`config.mk`:
```
export PLATFORM = sky130hd
export DESIGN_NAME = irq_source_ctrl_flat
export DESIGN_NICKNAME = d
export VERILOG_FILES = /design/src/rtl/irq_source_ctrl_if.sv /design/src/rtl/irq_source_ctrl.sv /design/src/flat_wrapper.sv
export SDC_FILE = /design/constraint.sdc
export NUM_CORES = 1
export LEC_CHECK = 0
export BUFFER_PORTS_ARGS = -buffer_cell sky130_fd_sc_hd__buf_2
export CORE_MARGIN = 3
export CORE_UTILIZATION = 51
export CTS_BUF_LIST = sky130_fd_sc_hd__clkbuf_8
export DETAILED_ROUTE_END_ITERATION = 10
export GPL_ROUTABILITY_DRIVEN = 0
export PLACE_DENSITY = 0.85
export SETUP_SLACK_MARGIN = 0.15
export SYNTH_ARGS = -nofsm -noshare
export SYNTH_HDL_FRONTEND = slang
export SYNTH_SLANG_ARGS = --single-unit
export TNS_END_PERCENT = 30
```
`constraint.sdc`:
```
create_clock -name clk -period 7.5 [get_ports clk]
set_input_delay 0.75 -clock clk [delete_from_list [all_inputs] [get_ports clk]]
set_output_delay 0.75 -clock clk [all_outputs]
set_load 0.01 [all_outputs]
```
`src/rtl/irq_source_ctrl_if.sv`:
```
// Configuration bus for irq_source_ctrl: write strobe/address/data in,
// registered read data out.
interface irq_source_ctrl_if;
    logic        cfg_wen;
    logic [1:0]  cfg_addr;
    logic [31:0] cfg_wdata;
    logic [31:0] cfg_rdata;

    modport master (
        output cfg_wen, cfg_addr, cfg_wdata,
        input  cfg_rdata
    );

    modport slave (
        input  cfg_wen, cfg_addr, cfg_wdata,
        output cfg_rdata
    );
endinterface

```
`src/rtl/irq_source_ctrl.sv`:
```
// Interrupt source front-end: synchronises external IRQ lines, applies
// edge/level mode and mask, and runs a down-counting timer on line 0.
module irq_source_ctrl #(
    parameter int NUM_IRQ     = 16,
    parameter int SYNC_STAGES = 2,
    parameter int TIMER_W     = 32
) (
    input  logic                clk,
    input  logic                rst,
    input  logic                clk_en,
    input  logic [NUM_IRQ-2:0]  irq_raw,
    irq_source_ctrl_if.slave    cfg,
    output logic [NUM_IRQ-1:0]  interrupts,
    output logic [TIMER_W-1:0]  timer_count
);

    localparam int NUM_EXT = NUM_IRQ - 1;
    localparam logic [TIMER_W-1:0] COUNT_ONE = TIMER_W'(1);

    typedef enum logic [1:0] {
        ADDR_MODE   = 2'd0,
        ADDR_MASK   = 2'd1,
        ADDR_RELOAD = 2'd2,
        ADDR_TCTRL  = 2'd3
    } cfg_addr_t;

    logic [SYNC_STAGES-1:0][NUM_EXT-1:0] sync_pipe;
    logic [NUM_EXT-1:0] sync_line;
    logic [NUM_EXT-1:0] prev_line;
    logic [NUM_EXT-1:0] req;
    logic [NUM_EXT-1:0] mode_q;
    logic [NUM_IRQ-1:0] mask_q;
    logic [TIMER_W-1:0] reload_q;
    logic [TIMER_W-1:0] count_q;
    logic               en_q;
    logic               oneshot_q;
    logic               tick;
    logic [31:0]        rdata_next;

    // Synchronisers and edge history run unconditionally so that mask or
    // mode changes never see stale samples.
    always_ff @(posedge clk) begin
        if (rst) begin
            sync_pipe <= '0;
            prev_line <= '0;
        end else begin
            sync_pipe[0] <= irq_raw;
            for (int s = 1; s < SYNC_STAGES; s++) begin
                sync_pipe[s] <= sync_pipe[s-1];
            end
            prev_line <= sync_line;
        end
    end

    assign sync_line   = sync_pipe[SYNC_STAGES-1];
    assign req         = (mode_q & sync_line & ~prev_line) | (~mode_q & sync_line);
    assign tick        = en_q & clk_en;
    assign timer_count = count_q;

    always_comb begin
        rdata_next = '0;
        case (cfg_addr_t'(cfg.cfg_addr))
            ADDR_MODE:   rdata_next[NUM_IRQ-1:0] = {mode_q, 1'b0};
            ADDR_MASK:   rdata_next[NUM_IRQ-1:0] = mask_q;
            ADDR_RELOAD: rdata_next[TIMER_W-1:0] = reload_q;
            ADDR_TCTRL:  rdata_next[1:0]         = {oneshot_q, en_q};
            default:     rdata_next              = '0;
        endcase
    end

    // Config writes are placed after the timer update so they win any
    // same-edge conflict with reload or the one-shot enable clear.
    always_ff @(posedge clk) begin
        if (rst) begin
            mode_q        <= '0;
            mask_q        <= '0;
            reload_q      <= '0;
            count_q       <= '0;
            en_q          <= 1'b0;
            oneshot_q     <= 1'b0;
            interrupts    <= '0;
            cfg.cfg_rdata <= '0;
        end else begin
            interrupts[NUM_IRQ-1:1] <= req & mask_q[NUM_IRQ-1:1];
            interrupts[0]           <= 1'b0;
            cfg.cfg_rdata           <= rdata_next;

            if (tick) begin
                if (count_q != '0) begin
                    count_q <= count_q - COUNT_ONE;
                end else begin
                    interrupts[0] <= mask_q[0];
                    count_q       <= reload_q;
                    if (oneshot_q) begin
                        en_q <= 1'b0;
                    end
                end
            end

            if (cfg.cfg_wen) begin
                case (cfg_addr_t'(cfg.cfg_addr))
                    ADDR_MODE:   mode_q <= cfg.cfg_wdata[NUM_IRQ-1:1];
                    ADDR_MASK:   mask_q <= cfg.cfg_wdata[NUM_IRQ-1:0];
                    ADDR_RELOAD: begin
                        reload_q <= cfg.cfg_wdata[TIMER_W-1:0];
                        count_q  <= cfg.cfg_wdata[TIMER_W-1:0];
                    end
                    ADDR_TCTRL: begin
                        en_q      <= cfg.cfg_wdata[0];
                        oneshot_q <= cfg.cfg_wdata[1];
                    end
                    default: ;
                endcase
            end
        end
    end

endmodule

```
`src/flat_wrapper.sv`:
```
// flat-port wrapper written by rule: the top's interface ports become plain ports
module irq_source_ctrl_flat 
#(
    parameter int NUM_IRQ     = 16,
    parameter int SYNC_STAGES = 2,
    parameter int TIMER_W     = 32
)
  (clk, rst, clk_en, irq_raw, interrupts, timer_count, cfg_cfg_wen, cfg_cfg_addr, cfg_cfg_wdata, cfg_cfg_rdata);
  irq_source_ctrl_if cfg_i ();
  input  logic clk;
  input  logic rst;
  input  logic clk_en;
  input  logic [NUM_IRQ-2:0] irq_raw;
  output logic [NUM_IRQ-1:0] interrupts;
  output logic [TIMER_W-1:0] timer_count;
  input wire logic [$bits(cfg_i.cfg_wen)-1:0] cfg_cfg_wen;
  input wire logic [$bits(cfg_i.cfg_addr)-1:0] cfg_cfg_addr;
  input wire logic [$bits(cfg_i.cfg_wdata)-1:0] cfg_cfg_wdata;
  output wire logic [$bits(cfg_i.cfg_rdata)-1:0] cfg_cfg_rdata;
  assign cfg_i.cfg_wen = cfg_cfg_wen;
  assign cfg_i.cfg_addr = cfg_cfg_addr;
  assign cfg_i.cfg_wdata = cfg_cfg_wdata;
  assign cfg_cfg_rdata = cfg_i.cfg_rdata;
  irq_source_ctrl #(.NUM_IRQ(NUM_IRQ), .SYNC_STAGES(SYNC_STAGES), .TIMER_W(TIMER_W)) u_core (.clk(clk), .rst(rst), .clk_en(clk_en), .irq_raw(irq_raw), .cfg(cfg_i), .interrupts(interrupts), .timer_count(timer_count));
endmodule
```
# Yosys cells after proc, flatten, opt, wreduce, memory -nomap -nowiden
# Cells that the tools add are included.
# classes
add_sub_neg	1
multipliers	0
div_mod_pow	0
n_lt_le_gt_ge	0
n_eq_ne	3
shift	0
n_mux	11
n_bitwise	10
n_reduce_logical	8
# op_table
op	n
32-bit two-way mux	4
15-bit bitwise AND	4
14-bit one-hot mux with 3 select lines	1
32-bit nonzero test	1
32-bit by 1-bit subtractor with 32-bit output, second input constant	1
15-bit inverter	2
15-bit bitwise OR	1
2-bit one-hot mux with 4 select lines	1
2-bit AND reduction	4
1-bit two-way mux	5
2-bit == test, second input constant	2
3-bit OR reduction	1
2-bit by 1-bit == test with 1-bit output, second input constant	1
2-bit logical NOT	1
1-bit inverter	2
2-bit OR reduction	1
1-bit bitwise AND	1
# totals
reg_bits	190
latch_bits	0
ram_bits	0
rom_bits	0
inputBits	53
output_inout_bits	80
memories	0

# Longest topological paths before layout
# Gate-level depths: netlist (run 1).
# logic_depth
depth_word	5
ltp_mapped	9

# Worst setup path after synthesis (run 1)
# No wires, ideal clock.
# synth_timing
path_kind	reg-to-reg
startpoint	register u_core.count_q[0], in the netlist u_core.timer_count[0]
endpoint	register u_core.count_q[13], in the netlist u_core.timer_count[13]
arrival_time_ns	2.298
setup_slack_ns	5.071
stages_incl_launch_ff	9
path_buffers	1
synth_period_minus_slack_ns	2.429
cell_sequence	dfxtp_1 inv_1 ha_1 or4b_1 or4_1 buf_2 mux2_4 a221oi_2 nor3_1
# synth_via
elab_chain_cells	5
elab_cells_between_ends	6
classes_between	1 x add/sub; 4 x mux; 1 x reduce/logical
# synth_lines
item	line_no	text
start: declaration	irq_source_ctrl.sv:34	logic [TIMER_W-1:0] count_q;
start signal: assignment	irq_source_ctrl.sv:90	count_q <= count_q - COUNT_ONE;
start signal: assignment	irq_source_ctrl.sv:93	count_q <= reload_q;
start signal: assignment	irq_source_ctrl.sv:106	count_q <= cfg.cfg_wdata[TIMER_W-1:0];
32-bit by 1-bit subtractor with 32-bit output or 32-bit nonzero test (tied branches)	irq_source_ctrl.sv:90, irq_source_ctrl.sv:89	
32-bit two-way mux *	irq_source_ctrl.sv:89	if (count_q != '0) begin
32-bit two-way mux *	irq_source_ctrl.sv:88	if (tick) begin
32-bit two-way mux	irq_source_ctrl.sv:101	case (cfg_addr_t'(cfg.cfg_addr))
32-bit two-way mux *	irq_source_ctrl.sv:100	if (cfg.cfg_wen) begin
# Mark *: on every way between the ends. The rest lies on a longest branch, timed or not.
# A chain may end at the register's enable or synchronous reset.

# Worst setup path in the final report (run 1)
# layout_timing
startpoint	input port cfg_cfg_addr[1]
endpoint	register u_core.count_q[15], in the netlist u_core.timer_count[15]
# layout_via
elab_chain_cells	3
# layout_lines
item	line_no	text
start: declaration	flat_wrapper.sv:17	input wire logic [$bits(cfg_i.cfg_addr)-1:0] cfg_cfg_addr;
2-bit == test	irq_source_ctrl.sv:101	
32-bit two-way mux	irq_source_ctrl.sv:101	
32-bit two-way mux	irq_source_ctrl.sv:100	
# Every way passes these cells.

==> results summary, run 1 <==
The instance count of the mapped netlist is ~860. In this run the worst setup path begins at cfg_cfg_addr[1]. The arrival time reported for the critical path endpoint is approximately 3.5 ns.

The slew at the pin closest to its max-slew limit is approximately 1.1 ns. Among all flip-flop cells after synthesis, the most frequent one is sky130_fd_sc_hd__dfxtp_1. The DRC violations left is 0. The core area came out at about 14000 µm².

The CTS tree is built. The final route contains around 6600 vias. The diode insertion count for antenna repair came out at 0. The post-route cell area is between 8000 and 9000 µm². Clock tree synthesis found a total of between 150 and 200 sinks. The fmax is between 0.3 and 0.4 GHz. In this run the count of I/O pins placed on the die edge is about 130.

The startpoint identified for the worst register-to-register timing path is u_core.timer_count[0]. The number of buffers inserted to repair setup after CTS came out at 0. The clock buffer count from CTS came out at 17. The number of max-slew violations in the final report came out at 0. The number of DRC markers after the initial detailed-route iteration is about 700.

Dividing the detail-routed via count by the number of cells gives between 5 and 6. The area added between synthesis and finish came out at 15.0%. The first global-routing pass estimated between 30000 and 40000 µm of wire.

The floorplan has 43 rows. The sequential element share of the synthesized area came out at 0.517. The worst setup path is captured at a flip-flop. From bottom edge to top edge, the die measures approximately 130 µm. The net count reported at finish is ~1000. The starting density of the core is 0.526. The flow ran to the end, and the final reports show no timing, DRC or antenna violations. The ratio of final minimum period to clock period came out at 0.417. After synthesis, the share of flip-flops with an asynchronous set or reset is 0. The non-filler instance count after layout is between 1000 and 1500.

The clock latency reported for the late side of the worst-skew pair came out at between 0.4 and 0.5 ns. The count of endpoints failing setup in the final report is 0. The remaining number of nets flagged by the antenna check after routing came out at 0. The delay contributed by the slowest stage of the critical path came out at about 0.9 ns. Entering global routing, the biggest net connects 96 pins. The power density of the placed cells is around 230 nW/µm². The cell area after technology mapping is about 7400 µm². The global route total overflow is 0.

The critical-path maximum fanout came out at 22. The number of flip-flops and latches in the synthesized netlist is 190. The quantity of hold-fixing buffers added after cts came out at 0. Summed over all failing endpoints, the final setup total negative slack is 0 ns. CTS placed an instance of sky130_fd_sc_hd__clkbuf_8 at the clock tree root. The worst clock skew is between 0.015 and 0.02 ns. The via count of the first global-routing pass is ~6000. The count of instances resized after the clock tree is built is 0. IR analysis of the VDD net gives a maximum drop of approximately 0.000099 V. The buffer depth of the longest clock path is 2. The critical path required time came out at between 7 and 8 ns. The number of max-cap violations came out at 0. The post-placement setup slack is 3.88 ns. The estimated wirelength of the detail-placed design came out at 12700 µm. The post-place instance area is roughly 8100 µm². The setup path with the least slack is of type primary input to flip-flop.

STA classifies the critical path startpoint as a primary input. The cell seen most often among critical-path stages is sky130_fd_sc_hd__nor2b_1. The number of nets in the synthesized netlist came out at 913. Setup repair after global routing left no endpoint under its margin. The count of buffers from port buffering is roughly 130. The count of flip-flops with a built-in enable after synthesis is 0. The per-instance average area after synthesis is between 8 and 9 µm².

The share of post-route cells with drive strength above 1 is 0.189. The path category of the worst min-delay check is flip-flop to flip-flop. The overall routed net length came out at 18700 µm. Across every metal layer, demand over resource in global routing totals 0.234. The number of antenna violations at the first check in global routing came to 0.

The final worst setup slack is roughly 4.4 ns. The worst slew margin relative to its limit is 0.271. The count of yosys warnings during synthesis came out at 0. The die area is around 16000 µm². The clock transition at the registers of the reported paths is ~0.10 ns. The critical path goes through buf_2, nor2b_1, buf_4, nor2b_1, and2_1, a221oi_1, a21o_1, a21oi_1. The hold violation total from the final report came out at 0. Once placement completed, the tool counted placed cells totaling around 1100.

The analysis attributes to cell leakage a power of around 3.5 nW. In the final routed layout, each cell accounts on average for between 15 and 20 µm. The largest individual stage delay along the critical path comes from the cell sky130_fd_sc_hd__nor2b_1. The count of cell types in the netlist came out at between 50 and 60.

The clock period minus final worst setup slack is 3.13 ns. For this run, the detailed router's first-pass iteration total came to 8. The horizontal die dimension is roughly 130 µm. The startpoint identified for the worst hold timing path is u_core.sync_pipe[2]. The H-tree was split into 4 levels.
-- per-stage QoR --
stage / hold slack, ns / power (mW) / util
finish: 0.436 / 1.98 / 0.605
CTS: 0.443 / 1.98 / 0.605
floorplan: 0.414 / 1.26 / -
global route: 0.455 / 2.05 / 0.605
global placement: 0.416 / 1.33 / 0.578
detailed placement: 0.428 / 1.34 / 0.578
-- flip-flops by register name, summed over array words and instances (netlist names) --
signal / flops
u_core.en_q: 1
u_core.reload_q: 32
u_core.sync_line: 15
u_core.mask_q: 16
u_core.mode_q: 15
u_core.oneshot_q: 1
u_core.interrupts: 16
u_core.prev_line: 15
u_core.cfg.cfg_rdata: 32
u_core.sync_pipe: 15
u_core.timer_count: 32
-- routing by layer --
layer | GRT usage | wire [µm] | vias up
li1 | - | - | 3176
met1 | 0.306 | 7960 | 3069
met2 | 0.369 | 8820 | 304
met3 | 0.0589 | 1500 | 37
met4 | 0.100 | 443 | 0
met5 | 0 | 0 | -
-- cell usage in the layout, fill, tap and decap left out, drive strengths merged, types with 7 or more instances in the layout --
| master | synthesis | final |
|---|---|---|
| dfxtp | 190 | 190 |
| nand2 | 164 | 164 |
| buf | 14 | 138 |
| a21oi | 99 | 99 |
| nor2 | 55 | 55 |
| nor2b | 51 | 51 |
| o21ai | 35 | 35 |
| nor3 | 31 | 31 |
| and2 | 23 | 23 |
| and3 | 19 | 19 |
| clkbuf | 41 | 18 |
| nand3 | 15 | 15 |
| mux2i | 15 | 15 |
| a31oi | 13 | 13 |
| a221oi | 11 | 11 |
| a211oi | 9 | 9 |
| nor4 | 8 | 8 |
| inv | 2 | 8 |
| o31ai | 7 | 7 |
| nand4 | 7 | 7 |
-- synthesized netlist by cell type (13+ instances only) --
cell,count,share of area
sky130_fd_sc_hd__dfxtp_1,190,0.52
sky130_fd_sc_hd__nand2_1,164,0.084
sky130_fd_sc_hd__a21oi_1,99,0.067
sky130_fd_sc_hd__nor2_1,54,0.028
sky130_fd_sc_hd__nor2b_1,51,0.043
sky130_fd_sc_hd__clkbuf_1,41,0.021
sky130_fd_sc_hd__nor3_1,27,0.018
sky130_fd_sc_hd__and2_1,23,0.020
sky130_fd_sc_hd__o21ai_0,23,0.016
sky130_fd_sc_hd__and3_1,19,0.016
sky130_fd_sc_hd__mux2i_1,15,0.020
sky130_fd_sc_hd__nand3_1,15,0.010
sky130_fd_sc_hd__a31oi_1,13,0.011
-- worst max-delay path, delay by kind of cell --
family,cells,cell delay (ns)
buf+inv,2,0.55
simple gates,3,1.71
compound gates,3,0.50
-- power breakdown --
| part | switching, mW | leakage [nW] | internal [mW] | total, mW |
|---|---|---|---|---|
| sequential | 0.0274 | 1.55 | 1.04 | 1.07 |
| clock | 0.375 | 0.195 | 0.277 | 0.652 |
| combinational | 0.162 | 1.76 | 0.0932 | 0.255 |
| total | 0.564 | 3.50 | 1.41 | 1.98 |
-- layout make-up --
cell class,instances,area (µm²)
Sequential cell,190,3800
Clock inverter,13,130
Fill cell,1230,5530
Clock buffer,18,248
Timing Repair Buffer,138,708
Multi-Input combinational cell,611,3330
Inverter,2,7.51
Tap cell,180,225
-- worst paths after layout --
kind	endpoint	slack, ns	cells after the start
min reg2reg	u_core.sync_line[2]	0.44	1
min	u_core.sync_line[2]	0.44	1
max	u_core.timer_count[15]	4.37	8
max reg2reg	u_core.timer_count[13]	4.57	7
-- cells by family after synthesis --
logic type,count (synthesis),share of synthesized area
adder cells (fa/ha/maj),2,0.00340
AO/OA/AOI/OAI,196,0.157
AND/OR/NAND/NOR,395,0.266
multiplexers,18,0.0270
buffers and inverters,57,0.0296
flip-flops,190,0.517
Power figures use the tool's default switching activity.
==> run 2, diff against run 1 <==
- PLACE_DENSITY: 0.85 -> 0.88
- clock period: 7.5 -> 2.7 ns (I/O delays scaled with it)
==> results summary, run 2 (same netlist as run 1, synthesis figures left out) <==
The level count of the clock H-tree came out at 4 (unchanged). The chip height is 126 µm (unchanged). The diode insertion count for antenna repair came out at 0 (unchanged). The switching power came to 1.55 mW (was 0.564 mW).

Run status: finished clean (unchanged). The number of top-level pins was 133 (unchanged). The worst slew margin relative to its limit is 0.468 (was 0.271). The routed length per placed instance came out at 16.5 µm (was 16.3 µm).

The slew at the pin closest to its max-slew limit came out at 0.794 ns (was 1.09 ns). The number of max-slew violations in the final report is 0 (unchanged). The worst setup path endpoint is u_core.timer_count[13] (was u_core.timer_count[15]). The arrival time reported for the critical path endpoint came out at 2.84 ns (was 3.52 ns). The number of antenna violations at the first check in global routing came out at 0 (unchanged). The CTS tree is built (unchanged). The DRC violations left came out at 0 (unchanged).

The final worst setup slack is 0.213 ns (was 4.37 ns). The critical path launch point type is a flip-flop (was primary input). The clock latency reported for the late side of the worst-skew pair is 0.48 ns (was 0.47 ns).

The sequential group share of total power is 0.532 (was 0.541). The share of post-route cells with drive strength above 1 is 0.212 (was 0.189). The part of the total power dissipated in combinational logic is 0.143 (was 0.129). The hold violation total from the final report is 0 (unchanged). The count of buffers from port buffering was 132 (unchanged).

The floorplan row count came out at 43 (unchanged). The internal portion of total power was 4.02 mW (was 1.41 mW). The worst setup slack for register-to-register paths came to 0.21 ns (was 4.57 ns). The number of DRC markers after the initial detailed-route iteration is 726 (was 718). The number of cells on the worst reg-to-reg path is 8 (was 7). The post-placement setup slack was 0.147 ns (was 3.88 ns). The first element of the critical path is u_core.timer_count[1] (was cfg_cfg_addr[1]).

The clock period minus final worst setup slack came out at around 2.5 ns. The remaining number of nets flagged by the antenna check after routing is 0 (unchanged). The core area is 14000 µm² (unchanged). The worst flop-to-flop path startpoint is u_core.timer_count[1] (was u_core.timer_count[0]).

The number of iterations in the first detailed-routing pass is 6 (was 8). The via count of the first global-routing pass is 6516 (was 6023). The area added between synthesis and finish was 19.9% (was 15.0%). The overall routed net length is 19600 µm (was 18700 µm).

The peak supply drop is 0.000399 V (was 0.0000993 V). Unrepaired setup endpoints after global routing: no (unchanged). The path category of the worst min-delay check is primary input to flip-flop (was flip-flop to flip-flop). The critical path required time came out at 3.05 ns (was 7.90 ns). Of the available clock period, the critical path in the final layout requires 0.921.

The net count reported at finish came out at 1054 (was 1015). The endpoint kind of the worst setup timing path is a flip-flop (unchanged). The global route total overflow came to 0 (unchanged). The category of the most critical setup path is flip-flop to flip-flop (was primary input to flip-flop).

The clock share of power came out at 0.326 (was 0.330). The critical-path maximum fanout is 7 (was 22). The number of max-cap violations was 0 (unchanged). The die area is 15900 µm² (unchanged). The horizontal die dimension came to 126 µm (unchanged).

The post-route setup TNS is 0 ns (unchanged). The clock transition at the registers of the reported paths came out at 0.09 ns (was 0.10 ns). The share of total power consumed by net switching came out at 0.278 (was 0.286). Most frequent cells in the layout: sky130_fd_sc_hd__dfxtp_1 (189), sky130_fd_sc_hd__nand2_1 (164), sky130_fd_sc_hd__buf_2 (131) (was sky130_fd_sc_hd__dfxtp_1 (190), sky130_fd_sc_hd__nand2_1 (164), sky130_fd_sc_hd__buf_2 (131)). The first-pass GRT wire length is 32200 µm (was 30300 µm). The via density per instance came out at 5.68 (was 5.72). The endpoint of the worst-slack reg-to-reg timing path was u_core.timer_count[13] (unchanged). The TritonCTS sink count came out at 190 (unchanged). The root buffer selected by CTS is sky130_fd_sc_hd__clkbuf_8 (unchanged). The pin count of the biggest net entering global routing came to 90 (was 96). The count of endpoints failing setup in the final report is 0 (unchanged). The global-route total usage across every layer came out at 0.248 (was 0.234). The number of vias in the routed layout is 6766 (was 6586).

The leakage power of the design came to 3.69 nW (was 3.50 nW). The buffer depth of the longest clock path came out at 2 (unchanged). The power density of the placed cells came out at 632 nW/µm² (was 234 nW/µm²). The starting density of the core is 0.526 (unchanged). The most common cell after layout, fill and taps aside is sky130_fd_sc_hd__dfxtp_1 (unchanged). The clock buffer count from CTS was 17 (unchanged). The estimated wirelength of the detail-placed design is 13400 µm (was 12700 µm). The fmax is between 0.4 and 0.5 GHz.

The worst clock skew is 0.0149 ns (was 0.0167 ns).
==> run 2: cell count changes in the layout (fill, tap and decap cells not counted) <==
cell	previous run	this run
sky130_fd_sc_hd__buf_12	0	1
sky130_fd_sc_hd__buf_4	7	32
sky130_fd_sc_hd__clkbuf_8	18	20
sky130_fd_sc_hd__dfxtp_1	190	189
sky130_fd_sc_hd__dfxtp_4	0	1
sky130_fd_sc_hd__dlygate4sd3_1	0	13
sky130_fd_sc_hd__inv_8	2	0
sky130_fd_sc_hd__nand3_1	15	14
sky130_fd_sc_hd__nand3_2	0	1
sky130_fd_sc_hd__or4_1	3	2
sky130_fd_sc_hd__or4_4	0	1
sky130_fd_sc_hd__or4b_1	2	1
sky130_fd_sc_hd__or4b_4	0	1
==> run 2: repair_timing <==
item | CTS | global route
setup buffers | 0 | 1
gates resized for setup | 1 | 4
hold endpoints to repair | 12 | 1
hold buffers | 12 | 1
endpoints found under the setup margin | 1 | 5
==> run 2: worst min path at each step <==
stage,to,slack [ns],cells past startpoint,startpoint
3_5_place_dp,u_core.sync_line[10],0.42,1,u_core.sync_pipe[10]
2_1_floorplan,u_core.timer_count[21],0.38,2,cfg_cfg_wdata[21]
3_3_place_gp,u_core.sync_line[12],0.42,1,u_core.sync_pipe[12]
4_1_cts,u_core.sync_pipe[8],0.0009,2,irq_raw[8]
5_1_grt,u_core.timer_count[26],0.003,3,cfg_cfg_wdata[26]
6_report,u_core.timer_count[26],0.01,3,cfg_cfg_wdata[26]
==> run 2: layer usage <==
layer	part of all wire	routed length, µm	vias up	GRT usage
met3	0.078	1530	63	0.0691
met1	0.41	8090	3136	0.315
met4	0.036	705	0	0.112
met2	0.47	9270	312	0.394
met5	0	0	-	0
li1	-	-	3255	-
==> run 2: cell type report <==
cell class	instances	area (µm²)
tap	180	225
fill	1151	5170
timing repair buffer	177	1050
sequential	190	3810
multi-input combinational	611	3350
clock buffer	20	275
clock inverter	11	108
inverter	2	7.51
==> run 2: critical path, cell delays in order, from the launching register on <==
cell                       delay [ns]
sky130_fd_sc_hd__dfxtp_4         0.37
sky130_fd_sc_hd__inv_1           0.09
sky130_fd_sc_hd__ha_1            0.14
sky130_fd_sc_hd__or4b_4          0.48
sky130_fd_sc_hd__or4_4           0.54
sky130_fd_sc_hd__buf_4           0.18
sky130_fd_sc_hd__mux2_4          0.30
sky130_fd_sc_hd__a221oi_2        0.21
sky130_fd_sc_hd__nor3_1          0.06
==> run 2: through the flow <==
step | instance area (µm²) | total power, mW | std cells | hold WS [ns] | util
floorplan | 7350 | 3.50 | 858 | 0.378 | -
global placement | 8280 | 3.75 | 1146 | 0.416 | 0.592
detailed placement | 8280 | 3.77 | 1146 | 0.423 | 0.592
CTS | 8790 | 5.56 | 1189 | 0.000942 | 0.628
global route | 8820 | 5.81 | 1191 | 0.00289 | 0.630
finish | 8820 | 5.57 | 1191 | 0.0119 | 0.630
==> run 2: power by group through the flow <==
| stage | combinational (mW) | sequential [mW] | clock [mW] |
|---|---|---|---|
| final | 0.796 | 2.96 | 1.81 |
| after global routing | 0.878 | 2.97 | 1.96 |
| after CTS | 0.773 | 2.96 | 1.83 |
| after detailed placement | 0.751 | 3.02 | 0 |
| after global placement | 0.736 | 3.02 | 0 |
| after floorplan | 0.473 | 3.02 | 0 |
